File: config.mk
export PLATFORM = sky130hd
export DESIGN_NAME = mod_busdec
export DESIGN_NICKNAME = d
export VERILOG_FILES = /design/src/rtl/mod_busdec.sv
export SDC_FILE = /design/constraint.sdc
export NUM_CORES = 1
export LEC_CHECK = 0
export BUFFER_PORTS_ARGS = -buffer_cell sky130_fd_sc_hd__buf_2
export CAP_MARGIN = 25
export CORE_AREA = 2 2 219 221
export CTS_CLUSTER_SIZE = 10
export DETAILED_ROUTE_END_ITERATION = 8
export DIE_AREA = 0 0 221 223
export GPL_ROUTABILITY_DRIVEN = 0
export SYNTH_ARGS = -nofsm -noshare
export SYNTH_HDL_FRONTEND = slang
export SYNTH_SLANG_ARGS = --single-unit
export TNS_END_PERCENT = 20
File: constraint.sdc
create_clock -name clk -period 4 [get_ports clk]
set_clock_uncertainty 0.2 [all_clocks]
set_input_delay 0.6 -clock clk [delete_from_list [all_inputs] [get_ports clk]]
set_output_delay 0.6 -clock clk [all_outputs]
set_load 0.1 [all_outputs]
File: src/rtl/mod_busdec.sv
// -----------------------------------------------------------------------------
// mod_busdec -- CPU-side memory-map decoder.
//
// Splits CPU instruction/data requests by address nibble [31:28] into per-slot
// enables carrying 28-bit slot-relative offsets, muxes slave return data back
// to the CPU, and inserts per-slot data-side wait states by stalling the CPU.
//
// Optional feature macro: BUSDEC_ERR_EN
//   defined   : sticky bus_err flag plus capture of the first unmapped address
//   undefined : bus_err and err_addr tied to 0, no error registers
//
// Parameters
//   NSLOT  number of mapped slots (1..16); slot k = 0xk0000000..0xkFFFFFFF
//   WAIT   packed 4-bit data wait-state count per slot, slot k at [4k+3:4k]
//
// Ports
//   clk, rst            clock, synchronous active-high reset
//   ie, iaddr, iout     CPU instruction fetch (zero wait)
//   de, daddr, drw, din CPU data access request; dout read data; stall hold
//   s_ie, s_iaddr       per-slot instruction enables and offset
//   s_de, s_daddr       per-slot data enables and offset
//   s_drw, s_din        write strobe qualifier and write data to slaves
//   s_iout, s_dout      slave instruction / read data, slot k at [32k+31:32k]
//   bus_err, err_addr   sticky unmapped-access flag and first faulting address
// -----------------------------------------------------------------------------
module mod_busdec #(
  parameter int                   NSLOT = 4,
  parameter logic [4*NSLOT-1:0]   WAIT  = 16'h0200
) (
  input  logic                 clk,
  input  logic                 rst,
  input  logic                 ie,
  input  logic                 de,
  input  logic [31:0]          iaddr,
  input  logic [31:0]          daddr,
  input  logic                 drw,
  input  logic [31:0]          din,
  output logic [31:0]          iout,
  output logic [31:0]          dout,
  output logic                 stall,
  output logic [NSLOT-1:0]     s_ie,
  output logic [NSLOT-1:0]     s_de,
  output logic [31:0]          s_iaddr,
  output logic [31:0]          s_daddr,
  output logic                 s_drw,
  output logic [31:0]          s_din,
  input  logic [NSLOT*32-1:0]  s_iout,
  input  logic [NSLOT*32-1:0]  s_dout,
  output logic                 bus_err,
  output logic [31:0]          err_addr
);

  typedef enum logic {ST_IDLE, ST_WAIT} state_t;

  state_t      state;
  logic [3:0]  count_q;
  logic [3:0]  slot_q;
  logic [27:0] off_q;
  logic        drw_q;
  logic [31:0] din_q;

  logic [3:0]  inib, dnib;
  logic        i_map, d_map;
  logic [3:0]  w_sel;
  logic        accept_wait;

  assign inib  = iaddr[31:28];
  assign dnib  = daddr[31:28];
  assign i_map = int'(inib) < NSLOT;
  assign d_map = int'(dnib) < NSLOT;

  // Wait-state count of the slot currently addressed by the data side.
  // NOTE: every signal written in always_comb gets a default first so no
  // path leaves it unassigned; that is what keeps latches from being inferred.
  always_comb begin
    w_sel = '0;
    for (int k = 0; k < NSLOT; k++) begin
      if (dnib == 4'(k)) w_sel = WAIT[4*k +: 4];
    end
  end

  // A mapped access to a slot with wait states starts a multi-cycle transfer.
  assign accept_wait = (state == ST_IDLE) && de && d_map && (w_sel != 4'd0);

  // Instruction side: purely combinational, zero wait.
  assign s_iaddr = {4'h0, iaddr[27:0]};

  always_comb begin
    s_ie = '0;
    iout = '0;
    for (int k = 0; k < NSLOT; k++) begin
      if (ie && inib == 4'(k)) begin
        s_ie[k] = 1'b1;
        iout    = s_iout[32*k +: 32];
      end
    end
  end

  // Data side outputs. In WAIT everything comes from the latched request so
  // CPU-side changes are ignored; the write strobe fires only on the final
  // cycle so each write reaches the slave exactly once.
  always_comb begin
    s_de    = '0;
    s_drw   = 1'b0;
    s_daddr = {4'h0, daddr[27:0]};
    s_din   = din;
    dout    = '0;
    stall   = 1'b0;
    if (state == ST_WAIT) begin
      s_daddr = {4'h0, off_q};
      s_din   = din_q;
      for (int k = 0; k < NSLOT; k++) begin
        if (slot_q == 4'(k)) begin
          s_de[k] = 1'b1;
          if (count_q == 4'd1 && !drw_q) dout = s_dout[32*k +: 32];
        end
      end
      if (count_q == 4'd1) s_drw = drw_q;
      else                 stall = 1'b1;
    end else if (de && d_map) begin
      if (w_sel == 4'd0) begin
        s_drw = drw;
        for (int k = 0; k < NSLOT; k++) begin
          if (dnib == 4'(k)) begin
            s_de[k] = 1'b1;
            if (!drw) dout = s_dout[32*k +: 32];
          end
        end
      end else begin
        // Accept cycle of a waited access: hold the CPU immediately.
        stall = 1'b1;
      end
    end
  end

  // NOTE: sequential state is written with non-blocking assignments only, so
  // every register samples the pre-edge values regardless of statement order.
  always_ff @(posedge clk) begin
    if (rst) begin
      state   <= ST_IDLE;
      count_q <= '0;
    end else begin
      case (state)
        ST_IDLE: begin
          if (accept_wait) begin
            state   <= ST_WAIT;
            count_q <= w_sel;
          end
        end
        ST_WAIT: begin
          count_q <= count_q - 4'd1;
          if (count_q == 4'd1) state <= ST_IDLE;
        end
        default: state <= ST_IDLE;
      endcase
    end
  end

  // NOTE: the request latches carry no reset; they are only observed while in
  // WAIT, which can only be entered after they have been loaded.
  always_ff @(posedge clk) begin
    if (accept_wait) begin
      slot_q <= dnib;
      off_q  <= daddr[27:0];
      drw_q  <= drw;
      din_q  <= din;
    end
  end

`ifdef BUSDEC_ERR_EN
  logic d_unmap, i_unmap;

  // Data requests are only decoded in IDLE; during WAIT de is ignored.
  assign d_unmap = (state == ST_IDLE) && de && !d_map;
  assign i_unmap = ie && !i_map;

  always_ff @(posedge clk) begin
    if (rst) begin
      bus_err  <= 1'b0;
      err_addr <= '0;
    end else if (!bus_err && (d_unmap || i_unmap)) begin
      bus_err  <= 1'b1;
      err_addr <= d_unmap ? daddr : iaddr;
    end
  end
`else
  assign bus_err  = 1'b0;
  assign err_addr = '0;
`endif

endmodule

==> out/qor.txt, run 1 <==
Layout area overhead: 61.2%
YS warnings: 0
CP peak stage delay: 0.59 ns
Final Max Tran Viols: 0
Critical Path AT: 2.90 ns
Total GRT Usage: 12.8%
Fin crit period: 3.70 ns
Crit path max-delay family: simple AND/OR/NAND/NOR gates
First drt pass iteration count: 5
Crit path capture type: output pin
Worst-path fanout max: 17
Synth Register Bits: 70
Nets: 1,415
Clock Pin Slew Worst Setup and Hold Paths: 0.06 ns
Synth cell types: 49
CP Depth: 6
WHS Path Cells: 1
Hold crit path type: in2reg
Placeable Area: 47,100 um^2
H-tree levels: 3
Die Wd: 221 um
Ys flop type: edfxtp_1
Final hold violations: 0
I/O Buffers: 462
Number of synthesized flops with an enable pin: 65
Fmax: 0.270 GHz
Gr ovfl total: 0
Cell area after synthesis: 6310 um^2
Final setup vio count: 0
Core Util, Final: 21.6%
Hold-fix buffers at CTS: 0
FF-to-FF path depth: 4
Post-synth ARST share: 0%
Die Y: 223 um
Avg Synthesized Cell Area: 9.82 um^2
Max Cap Viol: 0
ANT nets after route: 0
Worst VDD drop: 0.478 mV
Share of layout cells above drive strength 1: 58.0%
P_leak: 0.00438 uW
Inst Count DP: 1,660
Layout fillers: 5,165
DP HPWL: 27.9 mm
Routed vias/inst: 4.17
CTS Root Cell: clkbuf_16
TritonCTS Buffers: 9
Number of global-route vias before repair: 6,827
Tightest Pin Transition: 0.877 ns
Site row count: 80
Fin crit share: 92.6%
Clock Tree Buf Depth: 2
RSZ-0062 raised after global routing: false
CTS tree: yes
Drt total wl: 33.3 mm
Outcome: finished clean
Fin cells: 1,676
Crit-path cells: or4b_4 > or3_1 > buf_4 > o22a_1 > a211oi_2 > buf_2
CP Class: reg2out
Global-route wire length before repair: 45.9 mm
Worst Path Buf+Inv: 2
Worst-Skew Late Latency: 0.34 ns
# DRC: 0
IO Pins: 560
Req. time, crit path: 3.20 ns
PostCTS Resize Cnt: 0
Clock sink count: 70
Slew HR: 41.5%
Largest net degree at the start of global routing: 70
Mapped Cells: 643
Post-synthesis sequential area ratio: 32.5%
Initial antenna violation count: 14
Initial Util: 13.4%
Slowest-stage cell, CP: or4b_4
CP startpoint kind: flop
DRT iter0 DRCs: 373
Post-CTS Setup Bufs: 0
Die outline area: 49,300 um^2
Total chip power: 2670 uW
Routed vias: 6,997
Power Density: 262 nW/um^2
DR WL/cell: 19.9 um
==> metal layers <==
metal | track usage (%) | share of wire (%) | vias up
met5 | 0 | 0.22 | -
met3 | 4.11 | 9.3 | 71
met4 | 4.76 | 3.4 | 10
met2 | 21.7 | 48 | 446
li1 | - | - | 3203
met1 | 14.9 | 39 | 3267
==> placed cells by master, fill, tap and decap left out, drive strengths merged, types with 19 or more instances in the layout <==
cell type  netlist  final
nor2b           19     19
conb             1     41
a211oi          22     22
o21ai           36     36
inv             42     42
a221o           32     32
a22o            32     32
o22a            25     25
mux2            86     86
edfxtp          65     65
nand2           29     29
buf             78    492
==> power by group <==
part / internal [uW] / total, uW / switching [uW]
sequential: 810 / 815 / 4.97
combinational: 321 / 1150 / 825
clock: 410 / 707 / 297
==> synth_stat cells (3+ instances only) <==
library cell,count,area [um^2]
mux2_2,86,968
buf_4,69,518
edfxtp_1,65,1950
clkbuf_1,52,195
inv_1,42,158
o21ai_0,36,180
a221o_1,32,320
a22o_1,32,280
nand2_1,29,109
o22a_1,25,219
nor2b_1,19,119
a211oi_1,18,135
nand3_1,16,80.1
o2111ai_1,14,123
o211ai_1,13,97.6
o22ai_1,12,75.1
nor2_1,9,33.8
mux4_2,7,158
a211o_1,6,52.6
o221ai_1,6,52.6
dfxtp_1,5,100
a211oi_2,4,50.1
buf_1,4,15.0
nor3_1,4,20.0
nor3b_1,4,30.0
buf_6,3,33.8
nand2b_1,3,18.8
==> cell families (layout without fill, tap and decap cells) <==
| kind of cell | count (synthesis) | in the layout | synth area share [%] |
|---|---|---|---|
| other | 1 | 42 | 0.0594 |
| buffers and inverters | 172 | 549 | 14.7 |
| and+or+nand+nor | 98 | 98 | 8.25 |
| muxes | 93 | 93 | 17.8 |
| DFF | 70 | 70 | 32.5 |
| adders and majority gates | 2 | 2 | 0.396 |
| xor gates and xnor gates | 2 | 2 | 0.278 |
| AOI/OAI and AO/OA | 205 | 205 | 25.9 |
==> sequential cells by signal, indices dropped and copies added, names as in the netlist <==
register and cells:
din_q 32, off_q 28, count_q 4, slot_q 4, drw_q 1, state 1
==> layout make-up <==
type                            instances  area (um^2)  area share (%)
Sequential cell                        70         2050            20.2
Multi-Input combinational cell        441         3530            34.7
Tap cell                              615          769            7.56
Clock buffer                           10          229            2.25
Clock inverter                          5         27.5           0.271
Timing Repair Buffer                  492         3410            33.5
Inverter                               42          158            1.55
Antenna cell                            1         2.50          0.0246
==> per-stage QoR <==
step	hold slack [ns]	setup TNS [ns]	setup WS, ns	instance area (um^2)
finish	0.247	0	0.296	10200
global route	0.232	0	0.220	10200
CTS	0.225	0	0.275	10200
detailed placement	0.375	0	0.383	9910
global placement	0.360	0	0.401	9910
floorplan	0.329	-8.71	-0.880	6490
==> worst reg2reg max path, cell delays in order, from the launching register on <==
cell and delay (ns):
dfxtp_2 0.40, nor4b_1 0.37, buf_4 0.21, and2_2 0.18, buf_12 0.32
==> worst paths after layout <==
check                               start                 endpoint  slack (ns)
setup / recovery         state$_SDFF_PP0_                 dout[14]        0.30
hold / removal                   daddr[0]       off_q[0]$_DFFE_PP_        0.25
setup reg to reg         state$_SDFF_PP0_       off_q[4]$_DFFE_PP_        1.91
hold reg to reg   count_q[3]$_SDFFE_PP0P_  count_q[3]$_SDFFE_PP0P_        0.40
No activity file was read; power rests on OpenSTA's default activity.
==> run 2: changes to the inputs <==
--- a/config.mk
+++ b/config.mk
@@ -12,6 +12,7 @@
 export DETAILED_ROUTE_END_ITERATION = 8
 export DIE_AREA = 0 0 221 223
 export GPL_ROUTABILITY_DRIVEN = 0
+export RECOVER_POWER = 100
 export SYNTH_ARGS = -nofsm -noshare
 export SYNTH_HDL_FRONTEND = slang
 export SYNTH_SLANG_ARGS = --single-unit
==> run 2 against run 1 <==
Wire length increased by 0.17%; critical path depth unchanged; count of clock-buffer cells in the layout unchanged; the run now ends with capacitance limit, slew limit left; highest routed layer unchanged.
==> out/qor.txt, run 2 (synthesis results as in run 1) <==
Worst reg-to-reg setup slack: 0.94 ns (-0.97 ns)
Placeable Area: 47,100 um^2 (unchanged)
Slew HR: -17.2% (-59 points)
Clock sink count: 70 (unchanged)
Share of layout cells above drive strength 1: 49.0% (-9.1 points)
Outcome: finished, violations left
Hold crit path type: in2reg
Critical Path AT: 2.95 ns (+0.05 ns)
PostCTS Resize Cnt: 0 (unchanged)
Tightest Pin Transition: 1.76 ns (+0.881 ns)
TritonCTS Buffers: 9 (unchanged)
RR Startpoint: state$_SDFF_PP0_
Worst flop-to-flop path endpoint: off_q[16]$_DFFE_PP_
Initial Util: 13.4% (unchanged)
Global-route wire length before repair: 45.9 mm (unchanged)
Die outline area: 49,300 um^2 (unchanged)
RSZ-0062 raised after global routing: false
DRT iter0 DRCs: 374 (+0.27%)
Clock Pin Slew Worst Setup and Hold Paths: 0.06 ns (about the same)
Worst-path fanout max: 17 (unchanged)
First drt pass iteration count: 5 (unchanged)
Failing checks: capacitance limit, slew limit
Clock Tree Buf Depth: 2 (unchanged)
CTS tree: yes
Largest Register: din_q
Worst-Skew Late Latency: 0.34 ns (about the same)
WHS Path Cells: 1 (unchanged)
Setup_tns: 0 ns (unchanged)
Layout area overhead: 50.3%
Post-CTS Setup Bufs: 0 (unchanged)
Die Y: 223 um (unchanged)
Slowest-stage cell, CP: or4b_4
Final hold violations: 0 (unchanged)
Crit path capture type: output pin
Leading cell type in the layout, fill and taps excluded: buf_2
Final setup vio count: 0 (unchanged)
ANT nets after route: 0 (unchanged)
Gr ovfl total: 0 (unchanged)
Total chip power: 2610 uW (-2.2%)
P_leak: 0.00398 uW (-9.2%)
Fmax: 0.266 GHz (-1.3%)
I/O Buffers: 462 (unchanged)
Final Max Tran Viols: 70 (+70)
Nets: 1,415 (unchanged)
Most frequent cells in the layout: buf_2 (305), clkbuf_1 (94), mux2_2 (86)
Die Wd: 221 um (unchanged)
Core Util, Final: 20.1% (-1.5 points)
CP Class: reg2out
DP HPWL: 27.9 mm (unchanged)
Fin crit share: 93.8% (+1.2 points)
Initial antenna violation count: 14 (unchanged)
Max reg flops: 32 (unchanged)
IO Pins: 560 (unchanged)
Top Registers: din_q (32), off_q (28)
CTS Root Cell: clkbuf_16
H-tree levels: 3 (unchanged)
Hold-fix buffers at CTS: 0 (unchanged)
Layout fillers: 5,293 (+2.5%)
Worst Hold End: din_q[30]$_DFFE_PP_
# DRC: 0 (unchanged)
Min-Delay Startpoint: din[30]
Number of global-route vias before repair: 6,827 (unchanged)
Site row count: 80 (unchanged)
Power Density: 275 nW/um^2 (+4.9%)
CP peak stage delay: 0.59 ns (about the same)
Total GRT Usage: 12.8% (unchanged)
Drt total wl: 33.4 mm (+0.17%)
DR WL/cell: 19.9 um (+0.17%)
Worst VDD drop: 0.478 mV (-0.15%)
Crit-path cells: or4b_4 > or3_1 > buf_4 > o22a_1 > a211oi_1 > clkbuf_2
Fin crit period: 3.75 ns (+0.0491 ns)
Largest net degree at the start of global routing: 70 (unchanged)
FF-to-FF path depth: 4 (unchanged)
Routed vias/inst: 4.19 (+0.31%)
CP startpoint kind: flop
Max Cap Viol: 1 (+1)
Routed vias: 7,019 (+0.31%)
Req. time, crit path: 3.20 ns (about the same)
==> run 2: changes by cell type in the layout (fill, tap and decap cells not counted), sizes merged <==
cell / before / now
dlymetal6s4s: 0 / 1
buf: 492 / 349
clkbuf: 10 / 152
==> run 2: worst max-delay path, delay by kind of cell, from the launching register on <==
kind	cells	cell delay, ns
compound gates	2	0.47
buf+inv	2	0.75
flops	1	0.40
simple gates	2	0.96
==> run 2: worst max-delay path by stage <==
stage / to / cells past startpoint / start / slack [ns]
floorplan: dout[9] / 5 / daddr[31] / -0.88
global placement: dout[9] / 7 / daddr[31] / 0.40
detailed placement: dout[14] / 7 / daddr[31] / 0.38
CTS: dout[14] / 6 / state$_SDFF_PP0_ / 0.27
global route: iout[29] / 7 / iaddr[31] / 0.11
finish: dout[9] / 6 / state$_SDFF_PP0_ / 0.25
==> run 2: where the power goes <==
part	switching (uW)	internal (uW)	leakage, uW
clock	300	410	0.000119
combinational	818	266	0.00323
sequential	4.98	811	0.000628
total	1120	1490	0.00398
==> run 2: layout make-up <==
| class | count | area (um^2) | area share, % |
|---|---|---|---|
| antenna | 1 | 2.50 | 0.0264 |
| sequential | 70 | 2050 | 21.7 |
| clock inverter | 5 | 27.5 | 0.290 |
| timing repair buffer | 492 | 2720 | 28.7 |
| inverter | 42 | 158 | 1.66 |
| clock buffer | 10 | 229 | 2.41 |
| tap | 615 | 769 | 8.11 |
| multi-input combinational | 441 | 3520 | 37.1 |
==> run 2: per-layer routing <==
metal / up-vias / routed length (um) / share of wire [%] / track usage (%)
li1: 3205 / - / - / -
met1: 3252 / 13200 / 40 / 14.9
met2: 476 / 15800 / 47 / 21.7
met3: 76 / 3100 / 9.3 / 4.11
met4: 10 / 1210 / 3.6 / 4.76
met5: - / 73 / 0.22 / 0
==> run 2: through the flow <==
| stage | instances | hold WS (ns) | setup slack [ns] | cell area (um^2) |
|---|---|---|---|---|
| CTS | 1675 | 0.225 | 0.275 | 10200 |
| floorplan | 683 | 0.329 | -0.880 | 6490 |
| detailed placement | 1660 | 0.375 | 0.383 | 9910 |
| global placement | 1660 | 0.360 | 0.401 | 9910 |
| global route | 1676 | 0.232 | 0.112 | 9480 |
| finish | 1676 | 0.246 | 0.247 | 9480 |
==> run 3: changes to the inputs <==
--- a/config.mk
+++ b/config.mk
@@ -5,13 +5,15 @@
 export SDC_FILE = /design/constraint.sdc
 export NUM_CORES = 1
 export LEC_CHECK = 0
+export ABC_AREA = 1
 export BUFFER_PORTS_ARGS = -buffer_cell sky130_fd_sc_hd__buf_2
 export CAP_MARGIN = 25
-export CORE_AREA = 2 2 219 221
+export CORE_AREA = 2 2 215 217
 export CTS_CLUSTER_SIZE = 10
 export DETAILED_ROUTE_END_ITERATION = 8
-export DIE_AREA = 0 0 221 223
+export DIE_AREA = 0 0 217 219
 export GPL_ROUTABILITY_DRIVEN = 0
+export MAX_ROUTING_LAYER = met4
 export RECOVER_POWER = 100
 export SYNTH_ARGS = -nofsm -noshare
 export SYNTH_HDL_FRONTEND = slang
==> run 3 against run 2 <==
The run now ends clean; maximum frequency fell by 0.53%; core utilization rose by 2.7 points; synthesized cell count rose by 84%; flip-flop and latch count did not move; first-iteration DRC count rose to 2.6 times the previous value; count of clock-buffer cells in the layout rose by 2; via count rose by 40%; wire length rose by 16%; critical path type unchanged; register-to-register slack got worse by 0.28 ns; die area fell by 3.6%; non-clock buffer count fell by 1.
==> out/qor.txt, run 3 <==
Drt total wl: 38.7 mm (+16%)
Fmax: 0.265 GHz (-0.53%)
Req. time, crit path: 3.20 ns (about the same)
FF-to-FF path depth: 4 (unchanged)
Global-route wire length before repair: 55.0 mm (+20%)
Die outline area: 47,500 um^2 (-3.6%)
Yosys top cell area share: 27.0% (-4.0 points)
Synth cell types: 37 (-24%)
Worst flop-to-flop path endpoint: off_q[4]$_DFFE_PP_
Max reg flops: 32 (unchanged)
Largest cells by area after synthesis: edfxtp_1 (27%), nand2_1 (26%), buf_4 (7.4%)
Fin crit share: 94.3% (+0.50 points)
Share of layout cells above drive strength 1: 29.2% (-20 points)
H-tree levels: 3 (unchanged)
DR WL/cell: 17.6 um (-12%)
Flip-flop and latch area: 2060 um^2 (+0.12%)
Post-synth top cells: nand2_1 (504), nor2_1 (100), nand3_1 (86), o21ai_0 (77), buf_4 (71)
ANT nets after route: 0 (unchanged)
Clock Pin Slew Worst Setup and Hold Paths: 0.05 ns (about the same)
Placeable Area: 45,100 um^2 (-4.4%)
Largest net degree at the start of global routing: 67 (-4.3%)
Post-synthesis sequential area ratio: 28.3% (-4.2 points)
CTS tree: yes
Crit path capture type: output pin
Number of synthesized flops with an enable pin: 65 (unchanged)
Top Registers: din_q (32), off_q (28)
Final Max Tran Viols: 0 (-100%)
CP startpoint kind: flop
Avg Synthesized Cell Area: 6.13 um^2 (-38%)
First drt pass iteration count: 6 (+1)
Critical Path AT: 2.97 ns (+0.02 ns)
Clock sink count: 70 (unchanged)
Setup_tns: 0 ns (unchanged)
Layout area overhead: 42.0%
Final hold violations: 0 (unchanged)
Cell area after synthesis: 7240 um^2 (+15%)
CTS Root Cell: clkbuf_16
Most frequent cell after synthesis: nand2_1
Routed vias: 9,802 (+40%)
Power Density: 246 nW/um^2 (-11%)
I/O Buffers: 462 (unchanged)
Initial Util: 16.1% (+2.7 points)
Site row count: 78 (-2.5%)
RSZ-0062 raised after global routing: false
Synth Register Bits: 70 (unchanged)
Worst-Skew Late Latency: 0.34 ns (about the same)
YS warnings: 0 (unchanged)
Critical path origin: slot_q[3]$_DFFE_PP_
Clock Tree Buf Depth: 2 (unchanged)
Slew HR: 12.0% (+29 points)
Hold-fix buffers at CTS: 0 (unchanged)
# DRC: 0 (unchanged)
Routed vias/inst: 4.46 (+6.4%)
Cell accounting for the most synthesized area: edfxtp_1
PostCTS Resize Cnt: 0 (unchanged)
WHS Path Cells: 2 (+1)
DRT iter0 DRCs: 973 (+160%)
Number of global-route vias before repair: 9,188 (+35%)
Fin crit period: 3.77 ns (+0.0201 ns)
Post-CTS Setup Bufs: 0 (unchanged)
Area of the multi-input gates: 4340 um^2 (+23%)
Die Wd: 217 um (-1.8%)
Leading cell type in the layout, fill and taps excluded: nand2_1
Gr ovfl total: 0 (unchanged)
Final setup vio count: 0 (unchanged)
Hold crit path type: in2reg
Total chip power: 2530 uW (-3.2%)
CP Class: reg2out
Largest Register: din_q
P_leak: 0.00493 uW (+24%)
Post-synth ARST share: 0% (unchanged)
Max Cap Viol: 0 (-1)
Min-Delay Startpoint: rst
Die Y: 219 um (-1.8%)
Initial antenna violation count: 28 (+14)
IO Pins: 560 (unchanged)
Worst-path fanout max: 14 (-3)
Tightest Pin Transition: 1.32 ns (-0.439 ns)
Worst VDD drop: 0.353 mV (-26%)
Worst reg-to-reg setup slack: 0.66 ns (-0.28 ns)
Ys flop type: edfxtp_1
Most frequent cells in the layout: nand2_1 (504), buf_2 (300), nor2_1 (100)
Nets: 1,936 (+37%)
Mapped Cells: 1,181 (+84%)
Total GRT Usage: 15.8% (+3.0 points)
Worst Hold End: state$_SDFF_PP0_
Layout fillers: 5,162 (-2.5%)
Outcome: finished clean
RR Startpoint: state$_SDFF_PP0_
DP HPWL: 31.6 mm (+13%)
TritonCTS Buffers: 9 (unchanged)
==> run 3: cell types whose count changed in the layout (fill, tap and decap cells not counted), moves of 34 or more <==
cell      before  now
clkbuf_2      41   89
mux2_2        86    0
o211ai_1      13   50
o21ai_0       35   77
nand3_1       16   86
nand4_1        0   34
nor2_1         8  100
nand2_1       29  504
==> run 3: how the worst max path moves through the flow <==
stage	slack, ns	cells after the start	to
detailed placement	0.76	10	dout[26]
CTS	0.40	11	dout[28]
floorplan	0.04	4	s_de[0]
global route	0.11	10	dout[4]
global placement	0.72	9	dout[31]
finish	0.23	10	dout[4]
==> run 3: kinds of logic (layout without fill, tap and decap cells) <==
family | after synthesis | in the layout | share of synthesized area (%)
AO/OA/AOI/OAI | 160 | 160 | 13.0
AND/OR/NAND/NOR | 760 | 760 | 44.1
other | 1 | 58 | 0.0518
buffers and inverters | 188 | 549 | 14.2
flip-flops | 70 | 70 | 28.3
adder cells (fa/ha/maj) | 2 | 2 | 0.346
==> run 3: cell type report <==
class,instances,share of cell area [%]
Sequential cell,70,20.0
Timing Repair Buffer,491,26.0
Inverter,42,1.56
Antenna cell,17,0.414
Tap cell,600,7.30
Multi-Input combinational cell,963,42.2
Clock buffer,12,2.30
Clock inverter,4,0.231
==> run 3: metal layers <==
layer,GRT usage (%),part of all wire [%],vias up
li1,-,-,4598
met1,17.3,37,4367
met2,26.3,47,702
met3,4.19,11,135
met4,8.42,5.2,0
met5,-,0,-
==> run 3: worst max-delay path, cell delays in order, from the launching register on <==
cell and delay [ns]:
edfxtp_1 0.41, nor2_4 0.32, nand3_1 0.16, buf_4 0.23, nor2_1 0.11, clkbuf_2 0.41, nor2_1 0.29, nand2_1 0.13
nand2_1 0.06, a21oi_1 0.15, clkbuf_4 0.36
==> run 3: power by group <==
part / leakage [uW] / internal, uW / switching (uW) / total [uW]
clock: 0.000120 / 416 / 303 / 720
combinational: 0.00418 / 203 / 801 / 1000
sequential: 0.000626 / 802 / 1.50 / 804
total: 0.00493 / 1420 / 1110 / 2530
==> run 3: metrics by stage <==
| stage | worst slack, ns | cells | hold WS (ns) | utilization, % | area, um^2 |
|---|---|---|---|---|---|
| final | 0.227 | 2199 | 0.237 | 22.8 | 10300 |
| after detailed placement | 0.765 | 2166 | 0.293 | 22.8 | 10300 |
| after global routing | 0.109 | 2198 | 0.231 | 22.8 | 10300 |
| after floorplan | 0.0354 | 1221 | 0.254 | - | 7390 |
| after global placement | 0.722 | 2165 | 0.276 | 22.7 | 10300 |
| after CTS | 0.400 | 2182 | 0.220 | 23.3 | 10500 |
